--- src/rtl/weight_buf_ctrl.sv ---
// Depthwise weight-buffer sequencer: steers a weight stream into NLANE lane FIFOs,
// pulses weight_load, then issues KSIZE*KSIZE FIFO reads per output pixel.
module weight_buf_ctrl #(
  parameter int DW    = 32,
  parameter int KSIZE = 3,
  parameter int NLANE = 4,
  parameter int PIXW  = 16
) (
  input  logic             clk,
  input  logic             rst,
  input  logic             start,
  input  logic [PIXW-1:0]  num_pix,
  input  logic             pe_stall,
  input  logic             w_valid,
  input  logic [DW-1:0]    w_data,
  output logic             w_ready,
  input  logic [NLANE-1:0] buf_full,
  output logic [DW-1:0]    buf_data,
  output logic [NLANE-1:0] buf_valid,
  output logic             weight_load,
  output logic             buf_rd,
  output logic             pe_ena,
  output logic             busy,
  output logic             done
);

  localparam int KK  = KSIZE * KSIZE;
  localparam int WCW = (KK > 1) ? $clog2(KK) : 1;
  localparam int LW  = (NLANE > 1) ? $clog2(NLANE) : 1;

  typedef enum logic [2:0] {S_IDLE, S_FILL, S_LOAD, S_RUN, S_DONE} state_t;

  state_t          state, state_next;
  logic [WCW-1:0]  wcnt, tcnt;
  logic [LW-1:0]   lane;
  logic [PIXW-1:0] pcnt, num_pix_q;
  logic            xfer, wlast, tlast, plast, lane_last;

  assign buf_data  = w_data;
  assign wlast     = (wcnt == WCW'(KK - 1));
  assign tlast     = (tcnt == WCW'(KK - 1));
  assign lane_last = (lane == LW'(NLANE - 1));
  assign plast     = (pcnt == num_pix_q - PIXW'(1));

  always_comb begin
    // NOTE: every output gets a default first so no path through the case infers a latch.
    state_next  = state;
    w_ready     = 1'b0;
    buf_valid   = '0;
    weight_load = 1'b0;
    buf_rd      = 1'b0;
    busy        = 1'b0;
    done        = 1'b0;
    xfer        = 1'b0;
    case (state)
      S_IDLE: if (start) state_next = S_FILL;
      S_FILL: begin
        busy    = 1'b1;
        w_ready = ~buf_full[lane];
        xfer    = w_valid & ~buf_full[lane];
        if (xfer) begin
          buf_valid[lane] = 1'b1;
          if (lane_last && wlast) state_next = S_LOAD;
        end
      end
      S_LOAD: begin
        busy        = 1'b1;
        weight_load = 1'b1;
        state_next  = (num_pix_q == '0) ? S_DONE : S_RUN;
      end
      S_RUN: begin
        busy   = 1'b1;
        buf_rd = ~pe_stall;
        if (!pe_stall && tlast && plast) state_next = S_DONE;
      end
      S_DONE: begin
        done       = 1'b1;
        state_next = S_IDLE;
      end
      default: state_next = S_IDLE;
    endcase
  end

  // NOTE: sequential state uses non-blocking assignments so every register samples pre-edge values.
  always_ff @(posedge clk) begin
    if (rst) begin
      state     <= S_IDLE;
      wcnt      <= '0;
      lane      <= '0;
      tcnt      <= '0;
      pcnt      <= '0;
      num_pix_q <= '0;
      pe_ena    <= 1'b0;
    end else begin
      state  <= state_next;
      pe_ena <= buf_rd;
      if (state == S_IDLE && start) begin
        num_pix_q <= num_pix;
        wcnt      <= '0;
        lane      <= '0;
        tcnt      <= '0;
        pcnt      <= '0;
      end
      if (xfer) begin
        if (wlast) begin
          wcnt <= '0;
          lane <= lane_last ? '0 : lane + LW'(1);
        end else begin
          wcnt <= wcnt + WCW'(1);
        end
      end
      if (buf_rd) begin
        if (tlast) begin
          tcnt <= '0;
          pcnt <= pcnt + PIXW'(1);
        end else begin
          tcnt <= tcnt + WCW'(1);
        end
      end
    end
  end

endmodule

--- config.mk ---
export PLATFORM = sky130hd
export DESIGN_NAME = weight_buf_ctrl
export DESIGN_NICKNAME = d
export VERILOG_FILES = /design/src/rtl/weight_buf_ctrl.sv
export SDC_FILE = /design/constraint.sdc
export NUM_CORES = 1
export LEC_CHECK = 0
export CELL_PAD_IN_SITES_DETAIL_PLACEMENT = 1
export CELL_PAD_IN_SITES_GLOBAL_PLACEMENT = 2
export CORE_ASPECT_RATIO = 1.2
export CORE_MARGIN = 1
export CORE_UTILIZATION = 25
export CTS_BUF_LIST = sky130_fd_sc_hd__clkbuf_16
export DETAILED_ROUTE_END_ITERATION = 10
export PLACE_DENSITY_LB_ADDON = 0.3
export SKIP_LAST_GASP = 1
export SLEW_MARGIN = 20
export SYNTH_ARGS = -nofsm -noshare
export SYNTH_HDL_FRONTEND = slang
export SYNTH_SLANG_ARGS = --single-unit
--- constraint.sdc ---
create_clock -name clk -period 3.4 [get_ports clk]
set_clock_uncertainty 0.15 [all_clocks]
set_input_delay 0.34 -clock clk [delete_from_list [all_inputs] [get_ports clk]]
set_output_delay 0.34 -clock clk [all_outputs]
set_load 0.01 [all_outputs]
### Word level (Yosys, flattened, before mapping)

Index checks and enable logic that the tools add are counted.

* flip-flop bits (word level): 46
* bits of input ports: 57

* add/sub/neg operators: 5
* order comparisons: 2
* eq/ne operators: 12
* muxes and demuxes: 30
* bitwise logic cells: 3
* reductions and logical operators: 12

Operator list (count)
* $mux W16: 3
* $mux W4: 7
* $add A16 B1 Y16 const B: 1
* $eq A16 B16 Y1: 1
* $logic_not A16 Y1: 1
* $sub A16 B1 Y16 const B: 1
* $mux W3: 5
* $pmux W3 S4: 1
* $add A4 B1 Y4 const B: 2
* $eq A4 B4 Y1 const B: 2
* $mux W1: 8
* $mux W2: 4
* $ne A2 B2 Y1 const B: 4
* $eq A3 B2 Y1 const B: 2
* $logic_and A1 B1 Y1: 5
* $reduce_and A4 Y1: 1
* $reduce_bool A2 Y1: 2
* $eq A3 B1 Y1 const B: 1
* $eq A3 B3 Y1 const B: 1
* $logic_not A3 Y1: 1
* $lt A2 B3 Y1 const B: 1
* $reduce_or A3 Y1: 1
* $add A2 B1 Y2 const B: 1
* $bmux W1 S2: 1
* other kinds (6): 7

### Logic depth before layout (Yosys ltp)

* depth in word-level cells: 6
* gate-level depth with buffers: 9
* mapped depth without buffers: 9

### Worst setup path before layout

OpenSTA, ideal clock, no wires.

* path type: flip-flop to flip-flop
* start point: register num_pix_q[0]
* end point: register state[1]
* library setup time: 0.116 ns
* arrival time: 2.115 ns
* data required time: 3.134 ns
* setup slack: 1.020 ns
* cell stages (with the launch flop): 10
* path buffers: 0
* clock period less this slack: 2.380 ns
* cell sequence: dfxtp_1 > inv_1 > ha_1 > xnor2_1 > or4_1 > nor4_1 > nand3_1 > nor4_2 > o21ai_1 > and3_1

* word-level cells in the longest chain between the ends: 5

RTL lines
* from (decl): RTL line 36 `logic [PIXW-1:0] pcnt, num_pix_q;`
* from (signal assigned): RTL line 98 `num_pix_q <= num_pix;`
* $sub A16 B1 Y16: RTL line 43 `assign plast = (pcnt == num_pix_q - PIXW'(1));`
* $eq A16 B16 Y1: RTL line 43
* $logic_and A1 B1 Y1: RTL line 74 `if (!pe_stall && tlast && plast) state_next = S_DONE;`
* $ne A2 B2 Y1 (no source line)
* $reduce_and A4 Y1 (no source line)
* to (signal assigned): RTL line 95 `state <= state_next;`
* to (decl): RTL line 33 `state_t state, state_next;`

Several ways; a longest one is shown, not always the timed one.
A chain may end at the register's enable or synchronous reset.

### Worst setup path in the final report

* start point: register lane[0]
* end point: output port buf_valid[1]

* word-level cells in the longest chain between the ends: 6

RTL lines
* from (decl): RTL line 35 `logic [LW-1:0] lane;`
* from (signal assigned): RTL line 107 `lane <= lane_last ? '0 : lane + LW'(1);`
* $lt A2 B3 Y1 (implied by the code) (tied with other cells): RTL line 62 `buf_valid[lane] = 1'b1;`
* $logic_and A1 B1 Y1 (implied by the code) or $mux W1 (tied branches): RTL line 62, 60
* $mux W1 (implied by the code) or $not A1 Y1 (tied branches): RTL line 62, 60
* $demux W1 S2 or $and A1 B1 Y1 (tied branches): RTL line 62, 60
* $mux W4 *: RTL line 61 `if (xfer) begin`
* $mux W4 *: RTL line 55 `case (state)`
* to (decl): RTL line 19 `output logic [NLANE-1:0] buf_valid,`

Every way passes the cells marked *; elsewhere a longest branch is shown, timed or not. The select of a mux whose other input is x is not followed.

==> results.py <==
metrics = {
    "logic_synthesis": {
        "yosysSeqAreaShare_pct": 31.5,
        "synth_edf_count": 0,
        "synthCells": 372,
        "netlist.area_leader.share_pct": 31.5,
        "yosysTopAreaCell": "dfxtp_1",
        "syn_area_per_cell_um2": 7.86,
        "netlist_area_um2": 2930,
        "ys_seq_elements": 46,
        "yosys_warnings": 0,
        "synth_fp_nets": 439,
        "synthDistinctLibCells": 48,
        "synthArstFlopShare_pct": 0,
        "synthFlopType": "dfxtp_1",
        "yosys-top-cells-area": "dfxtp_1, buf_4, nand2_1",
    },
    "die": {
        "start_util_pct": 26.1,
        "die_w_um": 101,
        "die_h_um": 120,
        "placementRows": 42,
        "core_area_um2": 11200,
        "die_area_um2": 12100,
        "num_io_pins": 99,
    },
    "timing": {
        "rsz0062_at_grt": "no",
        "fin_crit_sh_pct": 86.2,
        "max_slew.worst_pin.slew_ns": 0.644,
        "slew-limit-headroom_pct": 56.7,
        "fmax_mhz": 341,
        "final.setup.tns_ns": 0,
        "final-setup-viol-count": 0,
        "timing_hold_violations_final": 0,
        "period_needed_ns": 2.93,
        "finalMaxSlewViolations": 0,
    },
    "critical_path": {
        "startpoint_type": "flop",
        "critPathRequiredTime_ns": 2.91,
        "crit_fanout": 7,
        "end_kind": "output port",
        "worst-endpoint-arrival_ns": 2.44,
        "path_class": "flop to output port",
    },
    "route": {
        "ant_nets": 0,
        "viasPerCell": 4.54,
        "routedWlPerCell_um": 13.6,
        "dr.pass1.iters": 4,
        "remaining_drc_errors": 0,
        "drt_iter0_markers": 62,
        "num_vias": 2390,
        "routed_wl_um": 7150,
    },
    "worst_hold_path": {
        "hold_class": "flop to flop",
    },
    "grt": {
        "track_usage_pct": 12.9,
        "overflow": 0,
        "grt_pass1_wl_um": 12200,
        "grt_pass1_vias": 2479,
        "grt_max_degree": 33,
        "grt_antenna_before_repair": 0,
    },
    "cts": {
        "htree_levels": 2,
        "clock_path_buffers": 2,
        "cts_sinks": 46,
        "clk_pin_slew_ns": 0.07,
        "cts_hold_buf": 0,
        "cts_resized": 0,
        "cts_tree": "yes",
        "cts_setup_buffers": 0,
        "cts_root_buffer": "clkbuf_16",
        "clock_latency_ns": 0.29,
        "numCtsBuffers": 5,
    },
    "finish": {
        "area_growth_pct": 13.6,
        "drive_gt1_share_pct": 5.63,
        "fin_util_pct": 29.7,
        "diodes": 0,
        "nets": 439,
        "n_fill_cell": 1316,
    },
    "pwr": {
        "peakVddDrop_mv": 0.193,
        "powerDensity_nw_per_um2": 405,
        "p_leak_uw": 0.00117,
    },
    "flow_run": {
        "drv_cap": 0,
    },
    "outcome": {
        "status": "finished, final reports clean",
    },
    "placement": {
        "place_hpwl_um": 5540,
        "place_congestion": 0.736,
        "io_buffers": 34,
    },
}
-- cells in the mapped netlist, types with 2 or more instances --
cell type and n:
nand2_1 55, dfxtp_1 46, nor2_1 36, a21oi_1 34
buf_4 33, xnor2_1 22, nand3_1 16, inv_1 15
xor2_1 11, ha_1 10, o21ai_0 9, clkbuf_1 8
and3_1 7, nor3_1 7, a31oi_1 5, nand4_1 5
nor3b_1 5, nor4_1 5, nor4_4 4, or3_1 4
and2_1 3, nand3b_1 3, and4_1 2, buf_2 2
or2_1 2
-- placed cells by master, fill, tap and decap left out, drive strengths merged, types with 2 or more instances in the layout --
cell type,count
a21oi,34
a31oi,5
and2,3
and3,7
and4,2
buf,4
clkbuf,5
clkdlybuf4s50,34
clkinv,3
dfxtp,46
ha,10
inv,15
nand2,55
nand3,16
nand3b,4
nand4,5
nor2,36
nor3,7
nor3b,5
nor4,10
o21ai,10
o31a,2
or2,3
or3,4
xnor2,22
xor2,11
-- metrics by stage --
step           total power, uW  worst slack (ns)  hold slack, ns  cells  instance area, um^2
4_1_cts                   1370             0.431           0.332    527                 3320
3_5_place_dp               891             0.569           0.323    519                 3190
3_3_place_gp               888             0.661           0.314    519                 3190
6_report                  1340             0.468           0.326    527                 3320
2_1_floorplan              829              1.02           0.299    372                 2930
5_1_grt                   1420             0.342           0.353    527                 3320
-- final timing paths --
| kind | start | endpoint | slack (ns) | cells after the start |
|---|---|---|---|---|
| max | lane[0] | buf_valid[1] | 0.47 | 4 |
| min | num_pix_q[1] | num_pix_q[1] | 0.33 | 2 |
| max reg2reg | num_pix_q[0] | state[1] | 0.74 | 9 |
| min reg2reg | num_pix_q[1] | num_pix_q[1] | 0.33 | 2 |
-- layer usage --
layer	vias up	GRT usage [%]	wire (um)
met3	6	2.54	237
met2	28	22.5	3650
met5	-	0	0
li1	1231	-	-
met1	1125	15.7	3170
met4	0	4.35	93
-- worst max-delay path: stages, from the launching register on --
cell and delay (ns):
dfxtp_1 0.47, mux4_2 0.59, nor4_4 0.32, and3_1 0.23, clkdlybuf4s50_1 0.54
-- flip-flops by register name (all words and copies together), names as in the netlist --
signal     cells
num_pix_q     16
wcnt           4
tcnt           4
state          3
pe_ena         1
pcnt          16
lane           2
-- area by class of cell --
cell class / count / area [um^2] / share of cell area, %
Sequential cell: 46 / 921 / 27.7
Multi-Input combinational cell: 266 / 1650 / 49.5
Timing Repair Buffer: 38 / 370 / 11.1
Clock buffer: 5 / 125 / 3.77
Inverter: 15 / 56.3 / 1.69
Tap cell: 154 / 193 / 5.80
Clock inverter: 3 / 11.3 / 0.339
-- logic make-up (layout without fill, tap and decap cells) --
logic type,count (synthesis),count (layout),share of synthesized area (%)
buffers and inverters,60,61,12.3
AO/OA/AOI/OAI,60,60,11.8
flip-flops,46,46,31.5
XOR/XNOR,33,33,9.88
AND/OR/NAND/NOR,161,161,29.1
multiplexers,2,2,1.15
adder cells (fa/ha/maj),10,10,4.28
-- power breakdown --
part | internal, uW | total [uW] | switching (uW)
registers | 559 | 591 | 32.4
logic | 133 | 282 | 149
clock network | 265 | 472 | 207
No activity file was read; power rests on OpenSTA's default activity.
